==> src/rtl/ic_fill_ctrl.sv <==
// I-cache line fill responder: one line read per miss, beats packed into a line.
// Define IC_FILL_TIMEOUT_EN to add the stalled-bus timeout and sticky fill_err.
module ic_fill_ctrl #(
  parameter int ADDR_W  = 15,
  parameter int LINE_W  = 256,
  parameter int BEAT_W  = 32,
  parameter int NBEATS  = LINE_W / BEAT_W,
  parameter int TIMEOUT = 255
) (
  input  logic              clk,
  input  logic              rst,
  input  logic              ic_miss,
  input  logic [ADDR_W-1:0] ic_miss_addr,
  output logic [LINE_W-1:0] ic_fill_data,
  output logic              ic_miss_ack,
  output logic              mem_req,
  output logic [ADDR_W-1:0] mem_addr,
  input  logic              mem_gnt,
  input  logic              mem_rvalid,
  input  logic [BEAT_W-1:0] mem_rdata,
  output logic              fill_busy,
  output logic              fill_err
);

  localparam int CNT_W = (NBEATS > 1) ? $clog2(NBEATS) : 1;
  localparam logic [CNT_W-1:0] LAST = CNT_W'(NBEATS - 1);

  typedef enum logic [2:0] {
    IDLE, REQ, RECV, ACK, HOLD
  } state_e;

  state_e            state_q, state_d;
  logic [CNT_W-1:0]  cnt_q, cnt_d;
  logic [ADDR_W-1:0] addr_q, addr_d;
  logic [LINE_W-1:0] line_q, line_d;
  logic              timeout;

`ifdef IC_FILL_TIMEOUT_EN
  localparam int TO_W = $clog2(TIMEOUT + 1);
  localparam logic [TO_W-1:0] TO_LAST = TO_W'(TIMEOUT - 1);

  logic [TO_W-1:0] to_q, to_d;
  logic            err_q, err_d;
  logic            act;

  // Counter restarts on any bus progress; fires when it would reach TIMEOUT.
  always_comb begin
    to_d    = to_q;
    err_d   = err_q;
    timeout = 1'b0;
    act     = ((state_q == REQ) && mem_gnt) ||
              ((state_q == RECV) && mem_rvalid);
    if ((state_q == REQ) || (state_q == RECV)) begin
      if (act) begin
        to_d = '0;
      end else if (to_q == TO_LAST) begin
        timeout = 1'b1;
        err_d   = 1'b1;
        to_d    = '0;
      end else begin
        to_d = to_q + TO_W'(1);
      end
    end else begin
      to_d = '0;
    end
  end

  always_ff @(posedge clk or posedge rst) begin
    if (rst) begin
      to_q  <= '0;
      err_q <= 1'b0;
    end else begin
      to_q  <= to_d;
      err_q <= err_d;
    end
  end

  assign fill_err = err_q;
`else
  assign timeout  = 1'b0;
  assign fill_err = 1'b0;
`endif

  always_ff @(posedge clk or posedge rst) begin
    if (rst) begin
      state_q <= IDLE;
      cnt_q   <= '0;
      addr_q  <= '0;
      line_q  <= '0;
    end else begin
      state_q <= state_d;
      cnt_q   <= cnt_d;
      addr_q  <= addr_d;
      line_q  <= line_d;
    end
  end

  always_comb begin
    state_d = state_q;
    cnt_d   = cnt_q;
    addr_d  = addr_q;
    line_d  = line_q;
    unique case (state_q)
      IDLE: begin
        if (ic_miss) begin
          addr_d  = ic_miss_addr;
          cnt_d   = '0;
          state_d = REQ;
        end
      end
      REQ: begin
        if (timeout) begin
          state_d = IDLE;
        end else if (mem_gnt) begin
          state_d = RECV;
        end
      end
      RECV: begin
        if (timeout) begin
          state_d = IDLE;
        end else if (mem_rvalid) begin
          line_d[cnt_q*BEAT_W +: BEAT_W] = mem_rdata;
          cnt_d = cnt_q + CNT_W'(1);
          if (cnt_q == LAST) begin
            state_d = ACK;
          end
        end
      end
      ACK:  state_d = HOLD;
      // The cache still holds ic_miss while it writes; skip one cycle.
      HOLD: state_d = IDLE;
      default: state_d = IDLE;
    endcase
  end

  always_comb begin
    ic_miss_ack = 1'b0;
    mem_req     = 1'b0;
    fill_busy   = 1'b1;
    unique case (state_q)
      IDLE:    fill_busy   = 1'b0;
      REQ:     mem_req     = 1'b1;
      ACK:     ic_miss_ack = 1'b1;
      default: ;
    endcase
  end

  assign mem_addr     = addr_q;
  assign ic_fill_data = line_q;

endmodule

==> config.mk <==
export PLATFORM = sky130hd
export DESIGN_NAME = ic_fill_ctrl
export DESIGN_NICKNAME = d
export VERILOG_FILES = /design/src/rtl/ic_fill_ctrl.sv
export SDC_FILE = /design/constraint.sdc
export NUM_CORES = 1
export LEC_CHECK = 0
export CORE_ASPECT_RATIO = 0.7
export CORE_MARGIN = 3
export CORE_UTILIZATION = 26
export DETAILED_ROUTE_END_ITERATION = 8
export MAX_ROUTING_LAYER = met4
export SYNTH_ARGS = -nofsm -noshare
export SYNTH_HDL_FRONTEND = slang
export SYNTH_SLANG_ARGS = --single-unit
export TNS_END_PERCENT = 5
==> constraint.sdc <==
create_clock -name clk -period 8.6 [get_ports clk]
set_input_delay 1.72 -clock clk [delete_from_list [all_inputs] [get_ports clk]]
set_output_delay 1.72 -clock clk [all_outputs]
set_load 0.1 [all_outputs]
==> metrics.yaml, run 1 <==
start_util: 0.264
place.detailed.hpwl_um: 25100
synth-edff-count: 0
num_rows: 64
cts_resized: 0
cp_data_arrival_time_ns: 2.50
drtPass1Iterations: 4
grt_pass1_wl_um: 54200
nets: 1192
grt_max_degree: 156
async_reset_ff_frac: 1.00
max_stage_delay_ns: 0.98
synth-seq-cells: 277
hold_viol_final: 0
cp_max_fo: 11
fmax_mhz: 237
ioPinCount: 327
worst_slew_pin_slew_ns: 1.14
power_density_mw_per_mm2: 330
drive_above_1_share: 0.270
cts.sinks: 277
layout_common_cells: "clkdlybuf4s50_1 (325), dfrtp_1 (277), mux2_2 (221)"
rsz0062_at_grt: "no"
final_common_cell: "clkdlybuf4s50_1"
cts_tree: "built"
post-cts-setup-buffers: 0
end_kind: "output pin"
htreeDepth: 1
worstPathRequired_ns: 6.88
syn-num-nets: 863
path_clk_slew_ns: 0.06
detail-route-antenna-nets: 0
post_drt_via_cell_ratio: 4.35
grt-ovfl-total: 0
setup_viol_count_final: 0
ys_seq_area_frac: 0.597
relSlewSlack: 0.238
cts-root-buf: "clkbuf_16"
slowest_stage: "clkdlybuf4s50_1"
grt_antenna_before_repair: 3
power.total_mw: 5.42
synthCells: 804
grtUsageTotal: 0.156
fin_cells: 1747
die_w_um: 259
clkLatencyLatePin_ns: 0.56
skew_ns: 0.0153
die_y_um: 183
rr_endpoint: "ic_fill_data[102]"
gp_congestion: 0.760
numCtsBuffers: 30
start_kind: "register"
drv_slew: 0
syn_to_final_growth_pct: 41.5
yosysWarningCount: 0
avgSynthCellArea_um2: 14.4
crit_family: "buffers and inverters"
maxCapViolCount: 0
finalCriticalPeriod_ns: 4.22
synth.distinct_cells: 35
ff2ff_path_depth: 7
ir_worst_vdd_v: 0.000348
vias: 7596
fin_setup_tns_ns: 0
cts_hold_buf: 0
hold_class: "reg2reg"
min_to: "ic_fill_data[90]"
clockBufferDepth: 3
r2r_slack_ns: 5.22
drt_iter0_drc: 353
syn_area_mm2: 0.0116
final.period_utilization: 0.490
wl_per_cell_um: 20.7
placed_cells: 1695
portBuffers: 325
r2r-start: "cnt_q[0]"
drt-total-wl_um: 36200
status: "finished, final reports clean"
core_mm2: 0.0439
hold_start: "ic_fill_data[90]"
power_leakage_nw: 7.47
die-area_mm2: 0.0472
path_buf_inv: 1
drc: 0
hold_depth: 1
critical_path_class: "reg2out"
grt_pass1_vias: 8193
synthFlopType: "dfrtp_1"
cp_cell_sequence: "or3_4 -> clkdlybuf4s50_1"
worst register-to-register path, cell delays in order (launching register included):
cell and delay [ns]:
dfrtp_1 0.65, inv_1 0.17, ha_1 0.25, ha_1 0.52
o31a_1 0.34, nand3_2 0.53, buf_4 0.45, mux2_1 0.34
how the worst max path moves through the flow:
stage	depth (start not counted)	from	slack [ns]	endpoint
2_1_floorplan	1	rst	3.21	cnt_q[0]
3_3_place_gp	5	mem_rvalid	4.33	ic_fill_data[170]
3_5_place_dp	5	mem_rvalid	4.30	ic_fill_data[172]
4_1_cts	2	state_q[1]	4.34	fill_busy
5_1_grt	2	state_q[1]	4.31	mem_req
6_report	2	state_q[1]	4.38	fill_busy
metrics by stage:
stage               worst slack, ns  hold WS (ns)  area [um2]  utilization
floorplan                      3.21         0.494       11600            -
CTS                            4.34         0.498       16400        0.374
detailed placement             4.30         0.484       15500        0.352
global route                   4.31         0.503       16400        0.374
global placement               4.33         0.477       15500        0.352
finish                         4.38         0.493       16400        0.374
cells by family (layout without fill, tap and decap cells):
| family | count (synthesis) | in the layout | share of synthesized area |
|---|---|---|---|
| flops | 277 | 277 | 0.597 |
| fa+ha+maj | 7 | 7 | 0.00755 |
| mux | 271 | 271 | 0.263 |
| buf+inv | 81 | 429 | 0.0381 |
| compound gates | 7 | 7 | 0.00399 |
| simple gates | 160 | 160 | 0.0900 |
| other cells | 1 | 2 | 0.000323 |
sequential cells by signal, summed over array words and instances (netlist names):
| register | cells |
|---|---|
| ic_fill_data | 256 |
| cnt_q | 3 |
| state_q | 3 |
| mem_addr | 15 |
synthesized netlist by cell type (3+ instances only):
library cell | count | area share
nand3_2 | 4 | 0.0035
buf_2 | 14 | 0.0060
mux2i_1 | 32 | 0.028
buf_6 | 14 | 0.014
ha_1 | 7 | 0.0075
mux2_2 | 221 | 0.21
nor3b_1 | 3 | 0.0019
clkbuf_1 | 12 | 0.0039
mux2_1 | 8 | 0.0078
buf_4 | 4 | 0.0026
dfrtp_1 | 277 | 0.60
and3b_1 | 3 | 0.0023
nor4b_4 | 3 | 0.0061
and2_1 | 96 | 0.052
nand2_1 | 37 | 0.012
mux2_4 | 10 | 0.013
inv_1 | 37 | 0.012
power by group:
| group | switching, mW | internal (mW) | total, mW |
|---|---|---|---|
| combinational | 1.93 | 0.590 | 2.52 |
| clock | 0.533 | 0.740 | 1.27 |
| sequential | 0.126 | 1.51 | 1.63 |
metal layers:
metal | wire length, um | share of wire | global-route usage
met1 | 16400 | 0.45 | 0.205
met2 | 16100 | 0.45 | 0.234
met3 | 2630 | 0.073 | 0.0472
met4 | 990 | 0.027 | 0.0390
met5 | 0 | 0 | -
final cells by class:
| type | count | area, um2 |
|---|---|---|
| Clock buffer | 42 | 887 |
| Fill cell | 4214 | 27500 |
| Tap cell | 594 | 743 |
| Clock inverter | 9 | 70.1 |
| Sequential cell | 277 | 6930 |
| Multi-Input combinational cell | 446 | 4250 |
| Inverter | 37 | 143 |
| Timing Repair Buffer | 341 | 3390 |
| Antenna cell | 1 | 2.50 |
(Power assumes the default switching activity.)
==> inputs of run 2 (changes only) <==
==> constraint.sdc (replaced) <==
create_clock -name clk -period 4.4 [get_ports clk]
set_input_delay 0.88 -clock clk [delete_from_list [all_inputs] [get_ports clk]]
set_output_delay 0.88 -clock clk [all_outputs]
set_load 0.1 [all_outputs]
==> run 2 against run 1 <==
  * Combinational power up 95%
  * Register-to-register slack worse by 3.9 ns
  * Hold slack better by 0.0035 ns
  * Highest routed layer unchanged
==> metrics.yaml, run 2 (synthesis results as in run 1) <==
status: "finished, final reports clean"
preCtsSetupSlack_ns: 1.09  # -3.22 ns
grt_antenna_before_repair: 2  # -1
finalCriticalPeriod_ns: 3.35
die_y_um: 183  # unchanged
drt-total-wl_um: 36100  # -0.14%
worst_slew_pin_slew_ns: 1.13  # -0.0114 ns
fin_ws_ns: 1.05  # -3.34 ns
wl_met3_um: 2440  # -7.1%
cts_resized: 0  # unchanged
ir_worst_vdd_v: 0.000595  # +71%
max_stage_delay_ns: 0.98  # about the same
grt_pass1_wl_um: 53500  # -1.4%
cp_data_arrival_time_ns: 2.47  # -0.03 ns
placed_cells: 1700  # +0.29%
grt_pass1_vias: 8157  # -0.44%
die-area_mm2: 0.0472  # unchanged
cts_hold_buf: 0  # unchanged
postLayoutCoreUtil: 0.377  # +0.00322
worst_setup_path_endpoint: "fill_busy"
power.total_mw: 10.7  # +98%
fmax_mhz: 298
skew_ns: 0.0269  # +0.0116 ns
path_clk_slew_ns: 0.06  # about the same
clkLatencyLatePin_ns: 0.58  # +0.02 ns
cp_cell_sequence: "or3_4 -> clkdlybuf4s50_1"
setup_viol_count_final: 0  # unchanged
core_mm2: 0.0439  # unchanged
drive_above_1_share: 0.273  # +0.00268
vias: 7522  # -0.97%
critical_path_class: "reg2out"
final_common_cell: "clkdlybuf4s50_1"
wl_per_cell_um: 20.6  # -0.49%
rsz0062_at_grt: "no"
drtPass1Iterations: 4  # unchanged
power_leakage_nw: 7.53  # +0.79%
critPathLaunch: "state_q[1]"
ioPinCount: 327  # unchanged
num_rows: 64  # unchanged
portBuffers: 325  # unchanged
drv_slew: 0  # unchanged
diodes: 0  # -1
start_util: 0.264  # unchanged
cp_max_fo: 11  # unchanged
place.detailed.hpwl_um: 25500  # +1.6%
largest_reg_flops: 256  # unchanged
detail-route-antenna-nets: 0  # unchanged
top_layer_used: "met4"
route.met2.wl_um: 16300  # +1.2%
ff2ff_path_depth: 7  # unchanged
drt_iter0_drc: 272  # -23%
grtUsageTotal: 0.154  # -0.00164
syn_to_final_growth_pct: 42.7
drc: 0  # unchanged
r2r-start: "cnt_q[0]"
final.period_utilization: 0.762
cts-root-buf: "clkbuf_16"
cts_tree: "built"
fin_cells: 1753  # +0.34%
finalInstanceArea_mm2: 0.0166  # +0.86%
maxCapViolCount: 0  # unchanged
power_density_mw_per_mm2: 649  # +97%
r2r_slack_ns: 1.27  # -3.95 ns
grt_max_degree: 103  # -34%
dpl_cell_area_mm2: 0.0155  # +0.49%
rr_endpoint: "ic_fill_data[39]"
end_kind: "output pin"
post-cts-setup-buffers: 0  # unchanged
slowest_stage: "clkdlybuf4s50_1"
cts.sinks: 277  # unchanged
post_drt_via_cell_ratio: 4.29  # -1.3%
wirelength_met1_um: 16600  # +0.83%
nets: 1197  # +0.42%
gp_congestion: 0.769  # +1.3%
relSlewSlack: 0.246  # +0.00764
die_w_um: 259  # unchanged
grt-ovfl-total: 0  # unchanged
layout_common_cells: "clkdlybuf4s50_1 (325), dfrtp_1 (277), mux2_2 (221)"
start_kind: "register"
clockBufferDepth: 3  # unchanged
htreeDepth: 1  # unchanged
worstPathRequired_ns: 3.52  # -3.36 ns
numCtsBuffers: 30  # unchanged
hold_class: "reg2reg"
hold_viol_final: 0  # unchanged
## run 2: changes by cell type in the layout (fill, tap and decap cells not counted), sizes merged
cell,before,now
buf,16,21
bufinv,1,3
clkbuf,42,45
clkinv,8,4
clkinvlp,1,2
diode,1,0
## run 2: layer usage
metal	GRT usage	vias up
met4	0.0306	0
met5	-	-
met2	0.237	216
li1	-	3386
met3	0.0438	45
met1	0.204	3875
## run 2: worst min-delay path by stage
stage                startpoint                to  cells after the start
2_1_floorplan        state_q[2]        state_q[0]                      1
3_3_place_gp   ic_fill_data[90]  ic_fill_data[90]                      1
3_5_place_dp   ic_fill_data[86]  ic_fill_data[86]                      1
4_1_cts        ic_fill_data[86]  ic_fill_data[86]                      1
5_1_grt        ic_fill_data[69]  ic_fill_data[69]                      1
6_report       ic_fill_data[86]  ic_fill_data[86]                      1
## run 2: power breakdown
group,total (mW),switching (mW),internal (mW)
Clock,2.63,1.06,1.57
Combinational,4.92,3.76,1.16
Sequential,3.19,0.247,2.94
Total,10.7,5.06,5.68
## run 2: cell type report
class                      count  area, um2
clock inverter                 8        129
timing repair buffer         346       3460
clock buffer                  45        897
multi-input combinational    446       4250
inverter                      37        143
sequential                   277       6930
fill                        4201      27300
tap                          594        743
## run 2: stage by stage
step           setup TNS, ns  hold WS (ns)
2_1_floorplan         -40.26         0.494
3_3_place_gp               0         0.478
3_5_place_dp               0         0.489
4_1_cts                    0         0.502
5_1_grt                    0         0.510
6_report                   0         0.496
## run 2: worst max-delay path: cells and delay by family, from the launching register on
family                 cells  cell delay, ns
buffers and inverters      1            0.98
DFF                        1            0.50
and+or+nand+nor            1            0.44
